===== config.mk =====
export PLATFORM = sky130hd
export DESIGN_NAME = execute_muldiv
export DESIGN_NICKNAME = d
export VERILOG_FILES = /design/src/rtl/muldiv_pkg.sv /design/src/rtl/execute_muldiv.sv
export SDC_FILE = /design/constraint.sdc
export NUM_CORES = 1
export LEC_CHECK = 0
export BUFFER_PORTS_ARGS = -buffer_cell sky130_fd_sc_hd__clkbuf_2
export CORE_AREA = 2 2 158 160
export CTS_CLUSTER_SIZE = 30
export DETAILED_ROUTE_END_ITERATION = 8
export DIE_AREA = 0 0 160 162
export MAX_ROUTING_LAYER = met4
export PLACE_DENSITY = 0.89
export SETUP_SLACK_MARGIN = 0.5
export SLEW_MARGIN = 5
export SYNTH_ARGS = -nofsm -noshare
export SYNTH_HDL_FRONTEND = slang
export SYNTH_SLANG_ARGS = --single-unit

===== constraint.sdc =====
create_clock -name clk -period 9.3 [get_ports clk]
set_input_delay 1.86 -clock clk [delete_from_list [all_inputs] [get_ports clk]]
set_output_delay 1.86 -clock clk [all_outputs]
set_load 0.005 [all_outputs]

===== src/rtl/muldiv_pkg.sv =====
// Shared types and constants for the iterative RV32M multiply/divide unit.
// Optional early-out for divide special cases is enabled by MULDIV_EARLY_OUT_EN.
package muldiv_pkg;

    localparam int MULDIV_WIDTH   = 32;
    localparam int MULDIV_LATENCY = MULDIV_WIDTH + 2;

    typedef enum logic [2:0] {
        OP_MUL    = 3'd0,
        OP_MULH   = 3'd1,
        OP_MULHSU = 3'd2,
        OP_MULHU  = 3'd3,
        OP_DIV    = 3'd4,
        OP_DIVU   = 3'd5,
        OP_REM    = 3'd6,
        OP_REMU   = 3'd7
    } muldiv_op_e;

    typedef enum logic [1:0] {
        IDLE = 2'd0,
        ITER = 2'd1,
        FIX  = 2'd2,
        DONE = 2'd3
    } muldiv_state_e;

    function automatic logic op_a_signed(input muldiv_op_e op);
        return (op == OP_MUL) || (op == OP_MULH) || (op == OP_MULHSU) ||
               (op == OP_DIV) || (op == OP_REM);
    endfunction

    function automatic logic op_b_signed(input muldiv_op_e op);
        return (op == OP_MUL) || (op == OP_MULH) || (op == OP_DIV) || (op == OP_REM);
    endfunction

endpackage


===== src/rtl/execute_muldiv.sv =====
// Iterative RV32M mul/div: DATA_WIDTH radix-2 steps on a shared 2W shift register, then sign fix.
// Busy covers ITER/FIX; Done pulses one cycle. MULDIV_EARLY_OUT_EN short-cuts div-by-zero/overflow.
module execute_muldiv
    import muldiv_pkg::*;
#(
    parameter int DATA_WIDTH = 32
) (
    input  logic                  clk,
    input  logic                  rst_n,
    input  logic                  StartE,
    input  logic                  FlushE,
    input  logic [2:0]            Funct3E,
    input  logic [DATA_WIDTH-1:0] SrcAE,
    input  logic [DATA_WIDTH-1:0] SrcBE,
    input  logic [4:0]            RdE,
    output logic                  Busy,
    output logic                  Done,
    output logic [DATA_WIDTH-1:0] Result,
    output logic [4:0]            RdM
);

    localparam int W  = DATA_WIDTH;
    localparam int CW = $clog2(DATA_WIDTH);

    muldiv_state_e r_state;
    muldiv_state_e w_next;

    logic [CW-1:0]  r_cnt;
    logic [2*W-1:0] r_acc;
    logic [W-1:0]   r_opb;
    logic [W-1:0]   r_srca;
    muldiv_op_e     r_op;
    logic [4:0]     r_rd;
    logic           r_neg_q;
    logic           r_neg_r;
    logic           r_div_zero;
    logic [W-1:0]   r_result;
    logic [4:0]     r_rdm;

    muldiv_op_e     w_op;
    logic           w_sa;
    logic           w_sb;
    logic [W-1:0]   w_mag_a;
    logic [W-1:0]   w_mag_b;
    logic           w_accept;
    logic           w_last;
    logic           w_early;
    logic [W-1:0]   w_early_val;

    assign w_op     = muldiv_op_e'(Funct3E);
    assign w_sa     = op_a_signed(w_op) & SrcAE[W-1];
    assign w_sb     = op_b_signed(w_op) & SrcBE[W-1];
    assign w_mag_a  = w_sa ? -SrcAE : SrcAE;
    assign w_mag_b  = w_sb ? -SrcBE : SrcBE;
    assign w_accept = StartE & ~FlushE & ((r_state == IDLE) || (r_state == DONE));
    assign w_last   = (r_cnt == CW'(W - 1));

`ifdef MULDIV_EARLY_OUT_EN
    logic w_dz;
    logic w_ovf;
    assign w_dz  = w_op[2] & (SrcBE == '0);
    assign w_ovf = ((w_op == OP_DIV) || (w_op == OP_REM)) &
                   (SrcAE == {1'b1, {(W-1){1'b0}}}) & (&SrcBE);
    assign w_early     = w_dz | w_ovf;
    assign w_early_val = w_op[1] ? (w_dz ? SrcAE : '0)
                                 : (w_dz ? '1 : {1'b1, {(W-1){1'b0}}});
`else
    assign w_early     = 1'b0;
    assign w_early_val = '0;
`endif

    // Multiply step: add multiplicand into the high half when the low bit is set, then shift right.
    logic           w_carry;
    logic [W-1:0]   w_sum;
    logic [2*W-1:0] w_mul_next;
    assign {w_carry, w_sum} = {1'b0, r_acc[2*W-1:W]} + (r_acc[0] ? {1'b0, r_opb} : {(W+1){1'b0}});
    assign w_mul_next       = {w_carry, w_sum, r_acc[W-1:1]};

    // Restoring divide step: shift {rem,quot} left, keep the trial subtraction if it did not borrow.
    logic [2*W:0]   w_shl;
    logic [W:0]     w_trial;
    logic [2*W-1:0] w_div_next;
    assign w_shl      = {r_acc, 1'b0};
    assign w_trial    = w_shl[2*W:W] - {1'b0, r_opb};
    assign w_div_next = w_trial[W] ? w_shl[2*W-1:0] : {w_trial[W-1:0], r_acc[W-2:0], 1'b1};

    logic [2*W-1:0] w_prod;
    logic [W-1:0]   w_quot;
    logic [W-1:0]   w_rem;
    logic [W-1:0]   w_final;
    assign w_prod = r_neg_q ? -r_acc : r_acc;
    assign w_quot = r_neg_q ? -r_acc[W-1:0] : r_acc[W-1:0];
    assign w_rem  = r_neg_r ? -r_acc[2*W-1:W] : r_acc[2*W-1:W];

    always_comb begin
        w_final = '0;
        case (r_op)
            OP_MUL:                       w_final = w_prod[W-1:0];
            OP_MULH, OP_MULHSU, OP_MULHU: w_final = w_prod[2*W-1:W];
            OP_DIV, OP_DIVU:              w_final = r_div_zero ? '1 : w_quot;
            default:                      w_final = r_div_zero ? r_srca : w_rem;
        endcase
    end

    always_ff @(posedge clk or negedge rst_n) begin
        if (!rst_n) r_state <= IDLE;
        else        r_state <= w_next;
    end

    always_comb begin
        w_next = r_state;
        case (r_state)
            IDLE, DONE: begin
                if (w_accept) w_next = w_early ? DONE : ITER;
                else          w_next = IDLE;
            end
            ITER:    w_next = FlushE ? IDLE : (w_last ? FIX : ITER);
            FIX:     w_next = FlushE ? IDLE : DONE;
            default: w_next = IDLE;
        endcase
    end

    always_comb begin
        Busy = (r_state == ITER) || (r_state == FIX);
        Done = (r_state == DONE);
    end

    always_ff @(posedge clk or negedge rst_n) begin
        if (!rst_n) begin
            r_cnt      <= '0;
            r_acc      <= '0;
            r_opb      <= '0;
            r_srca     <= '0;
            r_op       <= OP_MUL;
            r_rd       <= '0;
            r_neg_q    <= 1'b0;
            r_neg_r    <= 1'b0;
            r_div_zero <= 1'b0;
            r_result   <= '0;
            r_rdm      <= '0;
        end else begin
            if (w_accept) begin
                r_cnt      <= '0;
                r_acc      <= {{W{1'b0}}, w_mag_a};
                r_opb      <= w_mag_b;
                r_srca     <= SrcAE;
                r_op       <= w_op;
                r_rd       <= RdE;
                r_neg_q    <= w_sa ^ w_sb;
                r_neg_r    <= w_sa;
                r_div_zero <= w_op[2] & (SrcBE == '0);
                if (w_early) begin
                    r_result <= w_early_val;
                    r_rdm    <= RdE;
                end
            end else if (r_state == ITER) begin
                r_acc <= r_op[2] ? w_div_next : w_mul_next;
                r_cnt <= r_cnt + 1'b1;
            end else if ((r_state == FIX) && !FlushE) begin
                r_result <= w_final;
                r_rdm    <= r_rd;
            end
        end
    end

    assign Result = r_result;
    assign RdM    = r_rdm;

endmodule


==> flow_metrics.tcl, run 1 <==
set metrics [dict create \
    status "finished, final reports clean" \
    synth_edf_count 0 \
    p_leak_nw 7.59 \
    clock_skew_ns 0.0260 \
    crit_path_end_kind "flop" \
    ys_warn_count 0 \
    fp.dieH_um 162 \
    synth_area_leader_cell "dfrtp_1" \
    cts_tree "done" \
    drtPass1Iterations 8 \
    timing.final.crit_period_ns 4.71 \
    cts_hold_buf 0 \
    htreeDepth 4 \
    fin_nets 2188 \
    dr_wl_met3_um 4400 \
    io_pins 115 \
    worstPathRequired_ns 9.60 \
    worst_slew_pin_slew_ns 1.21 \
    numCtsBuffers 17 \
    cts_root_buf "clkbuf_16" \
    wl_met2_um 21900 \
    fmax_ghz 0.213 \
    synthTopCellsByCount "312 x nand2_1, 192 x o21ai_0, 183 x dfrtp_1" \
    drt_wl_total_um 47600 \
    gp_congestion 1.04 \
    internal-power_mw 2.38 \
    grt_max_degree 111 \
    postCtsResizedCells 0 \
    yosys-top-cells-area "dfrtp_1 29%, nand2_1 7.5%, xor2_1 6.4%" \
    swShare_pct 49.7 \
    final_util_pct 69.5 \
    vias_per_cell 6.50 \
    start_kind "flop" \
    grt_overflow 0 \
    slew_viol_final 0 \
    hold_viol_final 0 \
    drive_gt1_share_pct 9.80 \
    synth_top_area_share_pct 29.4 \
    ys_ff_latch 183 \
    syn_inst 2026 \
    p_comb_share_pct 57.0 \
    power_density_nw_per_um2 282 \
    synthMostInstantiatedCell "nand2_1" \
    cts.clk_slew.worst_paths_ns 0.08 \
    cts_setup_buffers 0 \
    synth_ff_type "dfrtp_1" \
    clk_path_buf_depth 2 \
    power_frac_seq_pct 27.3 \
    die_x_um 160 \
    worstPathArrival_ns 5.01 \
    fin_setup_tns_ns 0 \
    finalSetupViolCount 0 \
    path_max_fanout 32 \
    wire_per_inst_um 20.1 \
    vias 15400 \
    track_usage_pct 37.7 \
    grt_pass1_wl_um 76500 \
    rows 57 \
    synthesis.nets 2177 \
    seq_area_frac_synth_pct 29.4 \
    clock-sinks 183 \
    rsz0062_at_grt "no" \
    highest_layer "met4" \
    clockPowerShare_pct 15.7 \
    hold_path.class "flop to flop" \
    finalCritPeriodShare_pct 50.6 \
    ir_drop_mv 0.182 \
    dieArea_um2 25900 \
    area_growth_pct 7.56 \
    ant_nets 0 \
    p_switching_mw 2.35 \
    antenna_cells 0 \
    start_util_pct 64.6 \
    dpl.hpwl_um 34500 \
    drc_errors 0 \
    maxCapViolCount 0 \
    portBuffers 114 \
    core-area_um2 24100 \
    relSlewSlack_pct 19.2 \
    drt_iter0_markers 1863 \
    clk_latency_ns 0.46 \
    synth_cell_types 77 \
    synthArstFlopShare_pct 100 \
    wl_met1_um 19900 \
    grt_pass1_vias 14600 \
    synth_area_um2 15600 \
    criticalPathCategory "flop to flop" \
    antenna_found_initial 0 \
    avgSynthCellArea_um2 7.69 \
]
## final cells by class
class / instances / area [um2]
Clock inverter: 14 / 160
Timing Repair Buffer: 126 / 669
Clock buffer: 18 / 429
Sequential cell: 183 / 4580
Fill cell: 2028 / 7350
Tap cell: 324 / 405
Multi-Input combinational cell: 1644 / 10300
Inverter: 65 / 244
## metrics by stage
step           hold slack [ns]  power, mW  setup WS, ns  cells  cell area, um2
4_1_cts                  0.481       4.65          4.68   2374           16800
6_report                 0.481       4.73          4.59   2374           16800
3_5_place_dp             0.463       3.90          4.41   2342           16200
5_1_grt                  0.499       5.04          4.27   2374           16800
3_3_place_gp             0.452       3.82          4.50   2342           16200
2_1_floorplan            0.440       3.20          5.29   2026           15600
## logic make-up (layout without fill, tap and decap cells)
group	after synthesis	in the layout	share of synthesized area (%)
AOI/OAI and AO/OA	620	620	24.5
xor gates and xnor gates	203	203	11.4
adders and majority gates	75	75	6.12
buffers and inverters	199	223	4.85
DFF	183	183	29.4
muxes	56	56	3.69
and+or+nand+nor	690	690	20.1
## flip-flops by register name, summed over array words and instances, names as in the netlist
register and flops:
RdM 5, Result 32, r_acc 64, r_cnt 5
r_div_zero 1, r_neg_q 1, r_neg_r 1, r_op 3
r_opb 32, r_rd 5, r_srca 32, r_state 2
## power groups by stage
stage               clock network, mW  logic, mW  registers, mW
floorplan                           0       2.10           1.10
global placement                    0       2.54           1.28
detailed placement                  0       2.61           1.29
CTS                             0.740       2.63           1.27
global route                    0.770       2.96           1.31
finish                          0.744       2.69           1.29
## layer usage
metal,vias up,track usage [%]
li1,7184,-
met1,7335,50.2
met2,773,59.4
met3,150,6.21
met4,0,12.2
met5,-,-
## critical path, stage by stage (launching register included)
cell      delay, ns
dfrtp_1        0.48
inv_1          0.81
nor2_1         0.12
ha_1           0.41
o211ai_1       0.13
o21a_1         0.20
a211oi_1       0.47
o21ai_0        0.30
a211oi_1       0.58
nor2_1         0.14
o21ai_0        0.36
xor2_1         0.14
a221oi_1       0.29
o31ai_1        0.11
## layout by cell type (no fill, tap or decap), types with 9 or more instances in the layout
cell       count
or2_2          9
nor2_1       176
dfrtp_1      182
o211ai_1      38
nand4_1       14
a211oi_1      14
o21a_1        13
o21ai_1       15
nor3_1        34
or3_1         11
and3_1        13
a21oi_1      173
inv_1         64
o41ai_1       13
xnor2_1       89
o221ai_1       9
ha_1          72
nand3_1       24
o21bai_1      11
clkbuf_16     17
o21ai_0      192
buf_4         12
clkbuf_2     113
nand2_1      312
a22oi_1        9
mux2i_1       44
a221oi_1      15
xor2_1       113
or4_1         16
o31ai_1       25
a31oi_1       12
mux2_2        12
nor4_1        13
nand2b_1      17
a21o_1        35
nor2b_1       12
## worst paths after layout
path	from	to	slack, ns	cells past startpoint
max	r_acc[0]	r_acc[58]	4.59	13
min	r_opb[21]	r_opb[21]	0.48	2
max reg2reg	r_acc[0]	r_acc[58]	4.59	13
min reg2reg	r_opb[21]	r_opb[21]	0.48	2
max in group asynchronous	rst_n	r_op[2]	6.21	2
min in group asynchronous	rst_n	r_opb[7]	1.53	1
Power figures use the tool's default switching activity.
==> inputs of run 2 (changes only) <==
--- a/config.mk
+++ b/config.mk
@@ -6,12 +6,12 @@
 export NUM_CORES = 1
 export LEC_CHECK = 0
 export BUFFER_PORTS_ARGS = -buffer_cell sky130_fd_sc_hd__clkbuf_2
-export CORE_AREA = 2 2 158 160
+export CORE_AREA = 2 2 170 172
 export CTS_CLUSTER_SIZE = 30
 export DETAILED_ROUTE_END_ITERATION = 8
-export DIE_AREA = 0 0 160 162
+export DIE_AREA = 0 0 172 174
 export MAX_ROUTING_LAYER = met4
-export PLACE_DENSITY = 0.89
+export PLACE_DENSITY = 0.81
 export SETUP_SLACK_MARGIN = 0.5
 export SLEW_MARGIN = 5
 export SYNTH_ARGS = -nofsm -noshare
==> constraint.sdc (replaced) <==
create_clock -name clk -period 4.1 [get_ports clk]
set_input_delay 0.82 -clock clk [delete_from_list [all_inputs] [get_ports clk]]
set_output_delay 0.82 -clock clk [all_outputs]
set_load 0.005 [all_outputs]
==> run 2 against run 1 <==
Cell count up 4.9%. Core utilization down 6.8 points. Setup slack lost 4.1 ns. Combinational power grew to 2.7 times the previous value.
==> flow_metrics.tcl, run 2 (same netlist as run 1, synthesis figures left out) <==
set metrics [dict create \
    finalCritPeriodShare_pct 87.2 \
    wl_met1_um 21400 \
    ant_nets 0 \
    rsz0062_at_grt "yes" \
    worstPathArrival_ns 3.90 \
    grt_overflow 0 \
    track_usage_pct 34.5 \
    highest_layer "met4" \
    p_leak_nw 7.96 \
    path_max_fanout 27 \
    slew_viol_final 0 \
    cts_hold_buf 0 \
    core-area_um2 28200 \
    cts.clk_slew.worst_paths_ns 0.08 \
    drtPass1Iterations 6 \
    vias_per_cell 6.29 \
    relSlewSlack_pct 24.8 \
    multi_input_area_um2 10600 \
    fin_nets 2245 \
    r2r_start "r_acc[31]" \
    r2r.worst_path.cells 14 \
    r2r-end "r_acc[54]" \
    mostFrequentLayoutCells "312 x nand2_1, 189 x o21ai_0, 176 x dfrtp_1, 171 x nor2_1, 169 x a21oi_1" \
    seqCellArea_um2 4590 \
    hold_path.class "primary input to asynchronous set/reset pin" \
    drt_iter0_markers 1888 \
    wire_per_inst_um 20.3 \
    timing.final.crit_period_ns 3.57 \
    maxCapViolCount 0 \
    regMostFlops "r_acc" \
    design_area_um2 17700 \
    dpl.hpwl_um 36300 \
    wl_met2_um 23000 \
    ir_drop_mv 0.368 \
    antenna_cells 0 \
    r2r_slack_ns 0.53 \
    crit_path_end_kind "flop" \
    drt_wl_total_um 50500 \
    grt_max_degree 98 \
    start_kind "flop" \
    htreeDepth 4 \
    finalSetupViolCount 0 \
    hold_viol_final 0 \
    drc_errors 0 \
    cts_tree "done" \
    portBuffers 114 \
    dpl-instance-area_um2 16600 \
    worstPathRequired_ns 4.43 \
    power_density_nw_per_um2 665 \
    status "finished, final reports clean" \
    dr_wl_met3_um 4320 \
    fmax_ghz 0.280 \
    clk_path_buf_depth 2 \
    holdWs_ns 0.415 \
    area_growth_pct 13.6 \
    criticalPathCategory "flop to flop" \
    vias 15700 \
    worst_slew_pin_slew_ns 1.12 \
    layout_commonest_cell "nand2_1" \
    drive_gt1_share_pct 14.4 \
    antenna_found_initial 0 \
    start_util_pct 55.2 \
    cts_root_buf "clkbuf_16" \
    clk_latency_ns 0.45 \
    gp_congestion 1.03 \
    grt_pass1_wl_um 79700 \
    fin_setup_tns_ns 0 \
    io_pins 115 \
    grt_pass1_vias 14700 \
    fillers 2542 \
    clock_skew_ns 0.0154 \
    numCtsBuffers 17 \
    dieArea_um2 29900 \
    clock-sinks 183 \
    largest_reg_flops 64 \
    rows 62 \
    fp.dieH_um 174 \
    die_x_um 172 \
]
## run 2: worst max path at each step
stage               startpoint  depth (start not counted)   endpoint
floorplan             r_acc[0]                         14  r_acc[61]
global placement      r_acc[0]                         14  r_acc[61]
detailed placement    r_acc[0]                         13  r_acc[62]
CTS                  r_acc[32]                         14  r_acc[61]
global route         r_acc[31]                         14  r_acc[32]
finish               r_acc[31]                         14  r_acc[54]
## run 2: area by class of cell
class	count	area share, %
multi-input combinational	1644	59.8
sequential	183	25.9
timing repair buffer	182	6.75
tap	384	2.71
clock buffer	18	2.42
inverter	65	1.40
clock inverter	14	0.898
timing repair inverter	1	0.0424
## run 2: critical path, stage by stage (launching register included)
cell	delay (ns)
dfrtp_1	0.38
inv_1	0.11
ha_1	0.24
fa_1	0.40
nand2b_1	0.19
a21oi_2	0.20
o211ai_1	0.15
a21oi_2	0.28
o2111ai_4	0.19
a21oi_4	0.26
xnor2_4	0.18
bufbuf_16	0.36
nand2_1	0.08
o21ai_0	0.09
a221o_1	0.32
## run 2: routing by layer
| metal | GRT usage [%] | vias up |
|---|---|---|
| met4 | 11.1 | 0 |
| met2 | 52.3 | 773 |
| met5 | - | - |
| met3 | 5.81 | 119 |
| met1 | 47.1 | 7465 |
| li1 | - | 7309 |
## run 2: where the power goes
part	leakage [nW]	internal, mW	total [mW]	switching, mW
registers	2.32	2.16	2.84	0.677
logic	5.35	3.06	7.23	4.17
clock network	0.287	0.870	1.71	0.836
total	7.96	6.09	11.8	5.68
## run 2: through the flow
step	total power [mW]	setup slack, ns	utilization, %	instances
after global routing	12.5	0.432	62.7	2491
after floorplan	7.26	0.651	-	2026
after detailed placement	9.05	0.208	58.6	2440
final	11.8	0.526	62.7	2491
after global placement	8.97	0.369	58.6	2440
after CTS	11.2	0.500	61.3	2480
## run 2: timing repair
| item | in CTS | in global routing |
|---|---|---|
| pin swaps | 0 | 18 |
| resized for setup | 14 | 50 |
| gates cloned | 3 | 1 |
| setup buffers | 5 | 10 |
| endpoints found under the setup margin | 28 | 43 |
